`src/rtl/tpu_pkg.sv`:
```
// Shared definitions for the systolic-array front end (control unit and
// operand buffer): operand width, byte addresses, operand select codes.
package tpu_pkg;

  localparam int DW = 8;

  // Byte addresses within one operand set (row-major A, then row-major B)
  localparam logic [2:0] ADDR_W0 = 3'd0;
  localparam logic [2:0] ADDR_W1 = 3'd1;
  localparam logic [2:0] ADDR_W2 = 3'd2;
  localparam logic [2:0] ADDR_W3 = 3'd3;
  localparam logic [2:0] ADDR_X0 = 3'd4;
  localparam logic [2:0] ADDR_X1 = 3'd5;
  localparam logic [2:0] ADDR_X2 = 3'd6;
  localparam logic [2:0] ADDR_X3 = 3'd7;

  // Operand select codes; 2'd3 is unused and also yields zero
  localparam logic [1:0] SEL_0    = 2'd0;
  localparam logic [1:0] SEL_1    = 2'd1;
  localparam logic [1:0] SEL_ZERO = 2'd2;

endpackage

```
`src/rtl/operand_mux.sv`:
```
// Combinational operand selection from the active bank.
// Ports: bank (8 packed bytes, index = byte address), tr (transpose of B),
//        a0_sel..b1_sel (select codes), a0..b1 (signed operands).
module operand_mux
  import tpu_pkg::*;
#(
  parameter int DW = tpu_pkg::DW
) (
  input  logic [7:0][DW-1:0] bank,
  input  logic               tr,
  input  logic [1:0]         a0_sel,
  input  logic [1:0]         a1_sel,
  input  logic [1:0]         b0_sel,
  input  logic [1:0]         b1_sel,
  output logic signed [DW-1:0] a0,
  output logic signed [DW-1:0] a1,
  output logic signed [DW-1:0] b0,
  output logic signed [DW-1:0] b1
);

  always_comb begin
    a0 = '0;
    a1 = '0;
    b0 = '0;
    b1 = '0;
    case (a0_sel)
      SEL_0:   a0 = bank[ADDR_W0];
      SEL_1:   a0 = bank[ADDR_W1];
      default: a0 = '0;
    endcase
    case (a1_sel)
      SEL_0:   a1 = bank[ADDR_W2];
      SEL_1:   a1 = bank[ADDR_W3];
      default: a1 = '0;
    endcase
    // Transpose only swaps the off-diagonal input bytes x1/x2
    case (b0_sel)
      SEL_0:   b0 = bank[ADDR_X0];
      SEL_1:   b0 = tr ? bank[ADDR_X1] : bank[ADDR_X2];
      default: b0 = '0;
    endcase
    case (b1_sel)
      SEL_0:   b1 = tr ? bank[ADDR_X2] : bank[ADDR_X1];
      SEL_1:   b1 = bank[ADDR_X3];
      default: b1 = '0;
    endcase
  end

endmodule

```
`src/rtl/operand_buffer.sv`:
```
// Double-buffered operand store feeding the 2x2 systolic array.
// Host bytes land in a shadow bank; a complete set swaps into the active
// bank on the address-7 write. Operands are registered, zero until the
// first successful swap.
// Ports: clk, rst (sync, active-high); load_en/mem_addr/host_indata (host
//        byte write); transpose (latched at swap); a0_sel..b1_sel (select
//        codes); a0..b1 (registered signed operands); bank_valid; load_err
//        (sticky incomplete-set flag).
module operand_buffer
  import tpu_pkg::*;
#(
  parameter int DW = tpu_pkg::DW
) (
  input  logic                 clk,
  input  logic                 rst,
  input  logic                 load_en,
  input  logic [2:0]           mem_addr,
  input  logic [DW-1:0]        host_indata,
  input  logic                 transpose,
  input  logic [1:0]           a0_sel,
  input  logic [1:0]           a1_sel,
  input  logic [1:0]           b0_sel,
  input  logic [1:0]           b1_sel,
  output logic signed [DW-1:0] a0,
  output logic signed [DW-1:0] a1,
  output logic signed [DW-1:0] b0,
  output logic signed [DW-1:0] b1,
  output logic                 bank_valid,
  output logic                 load_err
);

  logic [7:0][DW-1:0] shadow, active;
  logic [7:0]         written;
  logic               active_tr;
  logic               swap_req, set_full;
  logic signed [DW-1:0] m_a0, m_a1, m_b0, m_b1;

  assign swap_req = load_en && (mem_addr == ADDR_X3);
  assign set_full = &written[6:0];

  operand_mux #(.DW(DW)) u_mux (
    .bank   (active),
    .tr     (active_tr),
    .a0_sel (a0_sel),
    .a1_sel (a1_sel),
    .b0_sel (b0_sel),
    .b1_sel (b1_sel),
    .a0     (m_a0),
    .a1     (m_a1),
    .b0     (m_b0),
    .b1     (m_b1)
  );

  always_ff @(posedge clk) begin
    if (rst) begin
      shadow     <= '0;
      active     <= '0;
      written    <= '0;
      active_tr  <= 1'b0;
      bank_valid <= 1'b0;
      load_err   <= 1'b0;
      a0         <= '0;
      a1         <= '0;
      b0         <= '0;
      b1         <= '0;
    end else begin
      if (load_en) begin
        shadow[mem_addr]  <= host_indata;
        written[mem_addr] <= 1'b1;
      end
      // Either outcome of an address-7 write starts the next set clean;
      // this overrides the mask set above.
      if (swap_req) begin
        written <= '0;
        if (set_full) begin
          active          <= shadow;
          active[ADDR_X3] <= host_indata;   // byte 7 arrives this cycle
          active_tr       <= transpose;
          bank_valid      <= 1'b1;
        end else begin
          load_err <= 1'b1;
        end
      end
      // Uses pre-edge active bank, so the swap edge still shows the old set
      a0 <= bank_valid ? m_a0 : '0;
      a1 <= bank_valid ? m_a1 : '0;
      b0 <= bank_valid ? m_b0 : '0;
      b1 <= bank_valid ? m_b1 : '0;
    end
  end

endmodule

```
`config.mk`:
```
export PLATFORM = sky130hd
export DESIGN_NAME = operand_buffer
export DESIGN_NICKNAME = d
export VERILOG_FILES = /design/src/rtl/tpu_pkg.sv /design/src/rtl/operand_mux.sv /design/src/rtl/operand_buffer.sv
export SDC_FILE = /design/constraint.sdc
export NUM_CORES = 1
export LEC_CHECK = 0
export ABC_AREA = 1
export CAP_MARGIN = 10
export CELL_PAD_IN_SITES_DETAIL_PLACEMENT = 1
export CELL_PAD_IN_SITES_GLOBAL_PLACEMENT = 1
export CORE_MARGIN = 5
export CORE_UTILIZATION = 45
export CTS_CLUSTER_DIAMETER = 60
export DETAILED_ROUTE_END_ITERATION = 10
export HOLD_SLACK_MARGIN = 0.06
export PLACE_DENSITY_LB_ADDON = 0.12
export SYNTH_ARGS = -nofsm -noshare
export SYNTH_HDL_FRONTEND = slang
export SYNTH_SLANG_ARGS = --single-unit
```
`constraint.sdc`:
```
create_clock -name clk -period 2.57 [get_ports clk]
set_clock_uncertainty 0.2 [all_clocks]
set_input_delay 0.257 -clock clk [delete_from_list [all_inputs] [get_ports clk]]
set_output_delay 0.257 -clock clk [all_outputs]
set_load 0.01 [all_outputs]
```
==> impl_metrics.yaml, run 1 <==
final_layout:
  fin_util_pct: 55.4
  fin_nets: 1033
  mostFrequentLayoutCells: "217 x inv_1, 210 x nand2_1, 162 x dfxtp_1"
  drive_above_1_share_pct: 5.38
  diodes: 0
  area_growth_pct: 20.3
  final_common_cell: "inv_1"
sta:
  setup_tns_ps: 0
  slew_viol_final: 0
  holdWs_ps: 252
  period_needed_ps: 1880
  relSlewSlack_pct: 59.5
  worst_pin_slew_ps: 606
  final-setup-viol-count: 0
  fin_crit_sh_pct: 73.1
  worst_slack_ps: 691
  finalHoldViolCount: 0
  rsz0062_at_grt: "false"
  fmax_ghz: 0.532
global_routing:
  grt_start_max_net_pins: 122
  grt_use_total_pct: 21.5
  grt_pass1_wl_mm: 30.4
  antenna_found_initial: 0
  grt_pass1_vias: 6100
  overflow: 0
floorplan:
  die_w_um: 132
  io_pins: 57
  row_count: 44
  die-area_um2: 17500
  start_util_pct: 46.1
  die_h_um: 132
  fp.coreArea_um2: 14600
clock_network:
  ctsResizeCount: 0
  ctsHtreeMaxLevel: 4
  cts_made_buffers: 17
  cts_hold_buffers: 0
  cts_tree: "yes"
  post-cts-setup-buffers: 0
  cts.reportedPaths.clkPinSlew_ps: 60
  cts.sinks: 162
  clockBufferDepth: 2
  clock_latency_ps: 420
  root_buffer: "clkbuf_16"
route:
  first_pass_iters: 5
  routed_wl_mm: 18.4
  ant_nets: 0
  vias_per_cell: 5.04
  drt_iter0_markers: 368
  vias: 6078
  drc: 0
  post_drt_wl_per_cell_um: 15.3
status:
  status: "finished, final reports clean"
synth:
  yosys.cell_types.count: 17
  ys_seq_elements: 162
  synth_nets: 990
  syn_area_um2: 6750
  syn_inst: 967
  ys_seq_area_share_pct: 48.1
  yosys_warnings: 0
  synth_area_per_cell_um2: 6.98
worst_setup_path:
  critPathKind: "flop to flop"
  cp_common_cell: "inv_1"
  cp.required_ps: 2720
  cp-start-kind: "flop"
  worstPathArrival_ps: 2030
  cpPeakStageDelay_ps: 460
  end_kind: "flop"
  cp_max_fo: 36
  crit_path_cell_trace: "inv_1 > nor2_4 > nand3_2 > buf_4 > nand2_1 > inv_1 > nor2_1"
  critPathSlowestCell: "nor2_4"
placed_design:
  gp_congestion: 0.809
  portBuffers: 56
  hpwl_mm: 12.0
  preCtsSetupSlack_ps: 375
power:
  ir_drop_v: 0.000433
  p_leak_nw: 3.30
  powerDensity_nw_per_um2: 671
  total_power_mw: 5.45
run:
  maxCapViolCount: 0
min_path:
  hold_class: "flop to flop"
[worst paths after layout]
kind / startpoint / end / slack (ps) / depth (start not counted)
worst max-delay path: written[6]$_SDFFE_PP0P_ / active[11]$_SDFFE_PP0P_ / 690 / 7
worst min-delay path: shadow[33]$_SDFFE_PP0P_ / shadow[33]$_SDFFE_PP0P_ / 250 / 2
worst max register to register: written[6]$_SDFFE_PP0P_ / active[11]$_SDFFE_PP0P_ / 690 / 7
worst min register to register: shadow[33]$_SDFFE_PP0P_ / shadow[33]$_SDFFE_PP0P_ / 250 / 2
[worst max-delay path: cells and delay by family (launching register included)]
family | cells | cell delay [ps]
DFF | 1 | 350
buffers and inverters | 3 | 410
and+or+nand+nor | 4 | 830
[routing by layer]
metal / vias to the layer above / global-route usage, % / wire length (um)
met5: - / 0 / 0
met2: 105 / 35.8 / 8680
met3: 17 / 3.68 / 787
li1: 3064 / - / -
met1: 2892 / 28.9 / 8740
met4: 0 / 6.12 / 203
[final cells by class]
| cell class | instances | area, um^2 |
|---|---|---|
| clock buffers | 23 | 488 |
| clock inverters | 9 | 128 |
| fillers | 1888 | 6530 |
| inverters | 218 | 818 |
| multi-input cells | 535 | 2450 |
| flip-flops and latches | 162 | 3240 |
| well taps | 184 | 230 |
| repair buffers | 76 | 761 |
[power by group]
group	internal (mW)	total [mW]	switching, mW
Clock	1.63	2.64	1.01
Combinational	0.0848	0.249	0.164
Sequential	2.55	2.56	0.0133
[synth_stat cells]
library cell,instances,area share [%]
o211ai_1,16,1.8
o21ai_0,59,4.4
buf_2,12,0.89
nand4_1,65,6.0
a21oi_1,90,6.7
a31oi_1,1,0.093
nor2_2,2,0.19
buf_6,4,0.67
buf_1,10,0.56
nand2_1,210,12
nor2_1,90,5.0
clkbuf_1,23,1.3
buf_4,3,0.33
inv_1,218,12
nand3_1,1,0.074
nand3_2,1,0.15
dfxtp_1,162,48
[state kept, by name (all words and copies together), names as in the netlist]
register and cells:
a0 8, active_tr 1, b0 8, shadow 56
bank_valid 1, active 64, written 7, a1 8
b1 8, load_err 1
[per-stage QoR]
| step | std cells | instance area [um^2] |
|---|---|---|
| final | 1207 | 8120 |
| after global routing | 1207 | 8120 |
| after CTS | 1207 | 8120 |
| after detailed placement | 1175 | 7500 |
| after global placement | 1175 | 7500 |
| after floorplan | 967 | 6750 |
[logic make-up (layout without fill, tap and decap cells)]
group | after synthesis | after routing | share of synthesized area [%]
AO/OA/AOI/OAI | 166 | 166 | 12.9
buffers and inverters | 270 | 326 | 15.9
flip-flops | 162 | 162 | 48.1
AND/OR/NAND/NOR | 369 | 369 | 23.1
Note: power is estimated with default switching activity, not from simulation.
==> run 2: changes to the inputs <==
--- a/config.mk
+++ b/config.mk
@@ -10,7 +10,7 @@
 export CELL_PAD_IN_SITES_DETAIL_PLACEMENT = 1
 export CELL_PAD_IN_SITES_GLOBAL_PLACEMENT = 1
 export CORE_MARGIN = 5
-export CORE_UTILIZATION = 45
+export CORE_UTILIZATION = 42
 export CTS_CLUSTER_DIAMETER = 60
 export DETAILED_ROUTE_END_ITERATION = 10
 export HOLD_SLACK_MARGIN = 0.06
==> constraint.sdc (replaced) <==
create_clock -name clk -period 1.9 [get_ports clk]
set_clock_uncertainty 0.2 [all_clocks]
set_input_delay 0.19 -clock clk [delete_from_list [all_inputs] [get_ports clk]]
set_output_delay 0.19 -clock clk [all_outputs]
set_load 0.01 [all_outputs]
==> run 2 against run 1 <==
Effect of this change:
- sequential share of layout area shrank 0.86 points
- routed wire length grew 0.99%
- cell count grew 4.4%
- sequential power grew 35%
- clock-buffer cell count shrank 2
- non-clock buffer count grew 22
- critical path type is now flop to output pin
- critical path depth shrank 6
- highest routed layer unchanged
==> impl_metrics.yaml, run 2 (synthesized netlist as in run 1, its figures left out) <==
floorplan:
  die-area_um2: 18700
  start_util_pct: 42.6
  die_w_um: 137
  row_count: 46
  die_h_um: 137
  fp.coreArea_um2: 15800
  io_pins: 57
clock_network:
  cts_tree: "yes"
  post-cts-setup-buffers: 0
  clockBufferDepth: 2
  cts_made_buffers: 17
  ctsResizeCount: 0
  clock_latency_ps: 430
  cts.reportedPaths.clkPinSlew_ps: 60
  cts_hold_buffers: 0
  ctsHtreeMaxLevel: 4
  cts.sinks: 162
  root_buffer: "clkbuf_16"
worst_setup_path:
  cp_max_fo: 1
  end_kind: "output pin"
  critPathSlowestCell: "clkdlybuf4s50_1"
  cp.required_ps: 1510
  critPathKind: "flop to output pin"
  crit_buf_inv: 1
  worstPathArrival_ps: 1330
  cpPeakStageDelay_ps: 570
  cp-start-kind: "flop"
  crit_family: "buffers and inverters"
  crit_path_cell_trace: "clkdlybuf4s50_1"
sta:
  rsz0062_at_grt: "false"
  worst_pin_slew_ps: 388
  final-setup-viol-count: 0
  period_needed_ps: 1720
  finalHoldViolCount: 0
  holdWs_ps: 250
  slew_viol_final: 0
  fin_crit_sh_pct: 90.3
  relSlewSlack_pct: 74.1
  setup_tns_ps: 0
  worst_slack_ps: 184
  fmax_ghz: 0.583
power:
  ir_drop_v: 0.000666
  p_leak_nw: 3.39
  total_power_mw: 7.01
  powerDensity_nw_per_um2: 845
global_routing:
  grtUsageMet3_pct: 3.86
  overflow: 0
  antenna_found_initial: 0
  met1_usage_pct: 27.8
  top_usage_layer: "met2"
  grt_start_max_net_pins: 49
  grt_util_met2_pct: 35.0
  grt_use_total_pct: 21.0
  grt_pass1_vias: 6109
  grt_pass1_wl_mm: 30.6
final_layout:
  area_growth_pct: 23.0
  design_area_um2: 8300
  fin_nets: 1055
  drive_above_1_share_pct: 7.18
  final_cells: 1260
  mostFrequentLayoutCells: "217 x inv_1, 210 x nand2_1, 162 x dfxtp_1"
  diodes: 0
  top_regs: "active: 64 flops, shadow: 56 flops"
  seq_area_um2: 3240
  multi_input_area_um2: 2450
  largest_reg_flops: 64
  regMostFlops: "active"
  final_common_cell: "inv_1"
  fin_util_pct: 52.4
  fillers: 2055
min_path:
  hold_class: "input port to flop"
placed_design:
  portBuffers: 56
  hpwl_mm: 12.7
  gp_congestion: 0.800
  preCtsSetupSlack_ps: -8.60
  placed_area_um2: 7760
  placedCellCount: 1229
route:
  post_drt_wl_per_cell_um: 14.8
  routed_wl_mm: 18.6
  drt_iter0_markers: 401
  ant_nets: 0
  vias: 6170
  vias_per_cell: 4.90
  drc: 0
  first_pass_iters: 6
status:
  status: "finished, final reports clean"
run:
  maxCapViolCount: 0
run 2: cell types whose count changed in the layout (fill, tap and decap cells not counted), sizes merged:
cell	change
clkbuf	-2
clkinv	+1
buf	+22
clkinvlp	+2
bufinv	-2
run 2: worst paths after layout:
path | from | end | cells past startpoint | slack [ps]
setup / recovery | a0[4]$_SDFF_PP0_ | a0[4] | 1 | 180
hold / removal | transpose | active_tr$_SDFFE_PP0P_ | 5 | 250
setup reg to reg | bank_valid$_SDFFE_PP0P_ | b1[1]$_SDFF_PP0_ | 5 | 400
hold reg to reg | shadow[13]$_SDFFE_PP0P_ | shadow[13]$_SDFFE_PP0P_ | 2 | 250
run 2: cell type report:
type                    instances  share of cell area [%]
clock buffers                  21                    5.43
flip-flops and latches        162                    39.1
well taps                     216                    3.26
inverters                     218                    9.86
clock inverters                10                    1.06
repair buffers                 98                    11.8
multi-input cells             535                    29.5
run 2: power by group:
group | switching (mW) | internal [mW] | leakage [nW]
Sequential | 0.0176 | 3.44 | 1.31
Clock | 1.36 | 1.82 | 0.251
Combinational | 0.232 | 0.143 | 1.83
run 2: worst register-to-register path, stage by stage (launching register included):
cell     delay, ps
dfxtp_1        340
inv_1           60
nor2_1          90
buf_4          200
nand2_1        250
a21oi_1        270
run 2: per-layer routing:
metal / vias up / share of wire (%) / wire, um
li1: 3105 / - / -
met1: 2928 / 47 / 8750
met2: 117 / 48 / 8840
met3: 20 / 4.1 / 768
met4: 0 / 1.3 / 235
met5: - / 0 / 0
==> run 3: changes to the inputs <==
--- a/config.mk
+++ b/config.mk
@@ -13,6 +13,7 @@
 export CORE_UTILIZATION = 42
 export CTS_CLUSTER_DIAMETER = 60
 export DETAILED_ROUTE_END_ITERATION = 10
+export GPL_ROUTABILITY_DRIVEN = 0
 export HOLD_SLACK_MARGIN = 0.06
 export PLACE_DENSITY_LB_ADDON = 0.12
 export SYNTH_ARGS = -nofsm -noshare
==> results of run 3 <==
The final DEF is identical to that of run 2; final timing and power are the same.
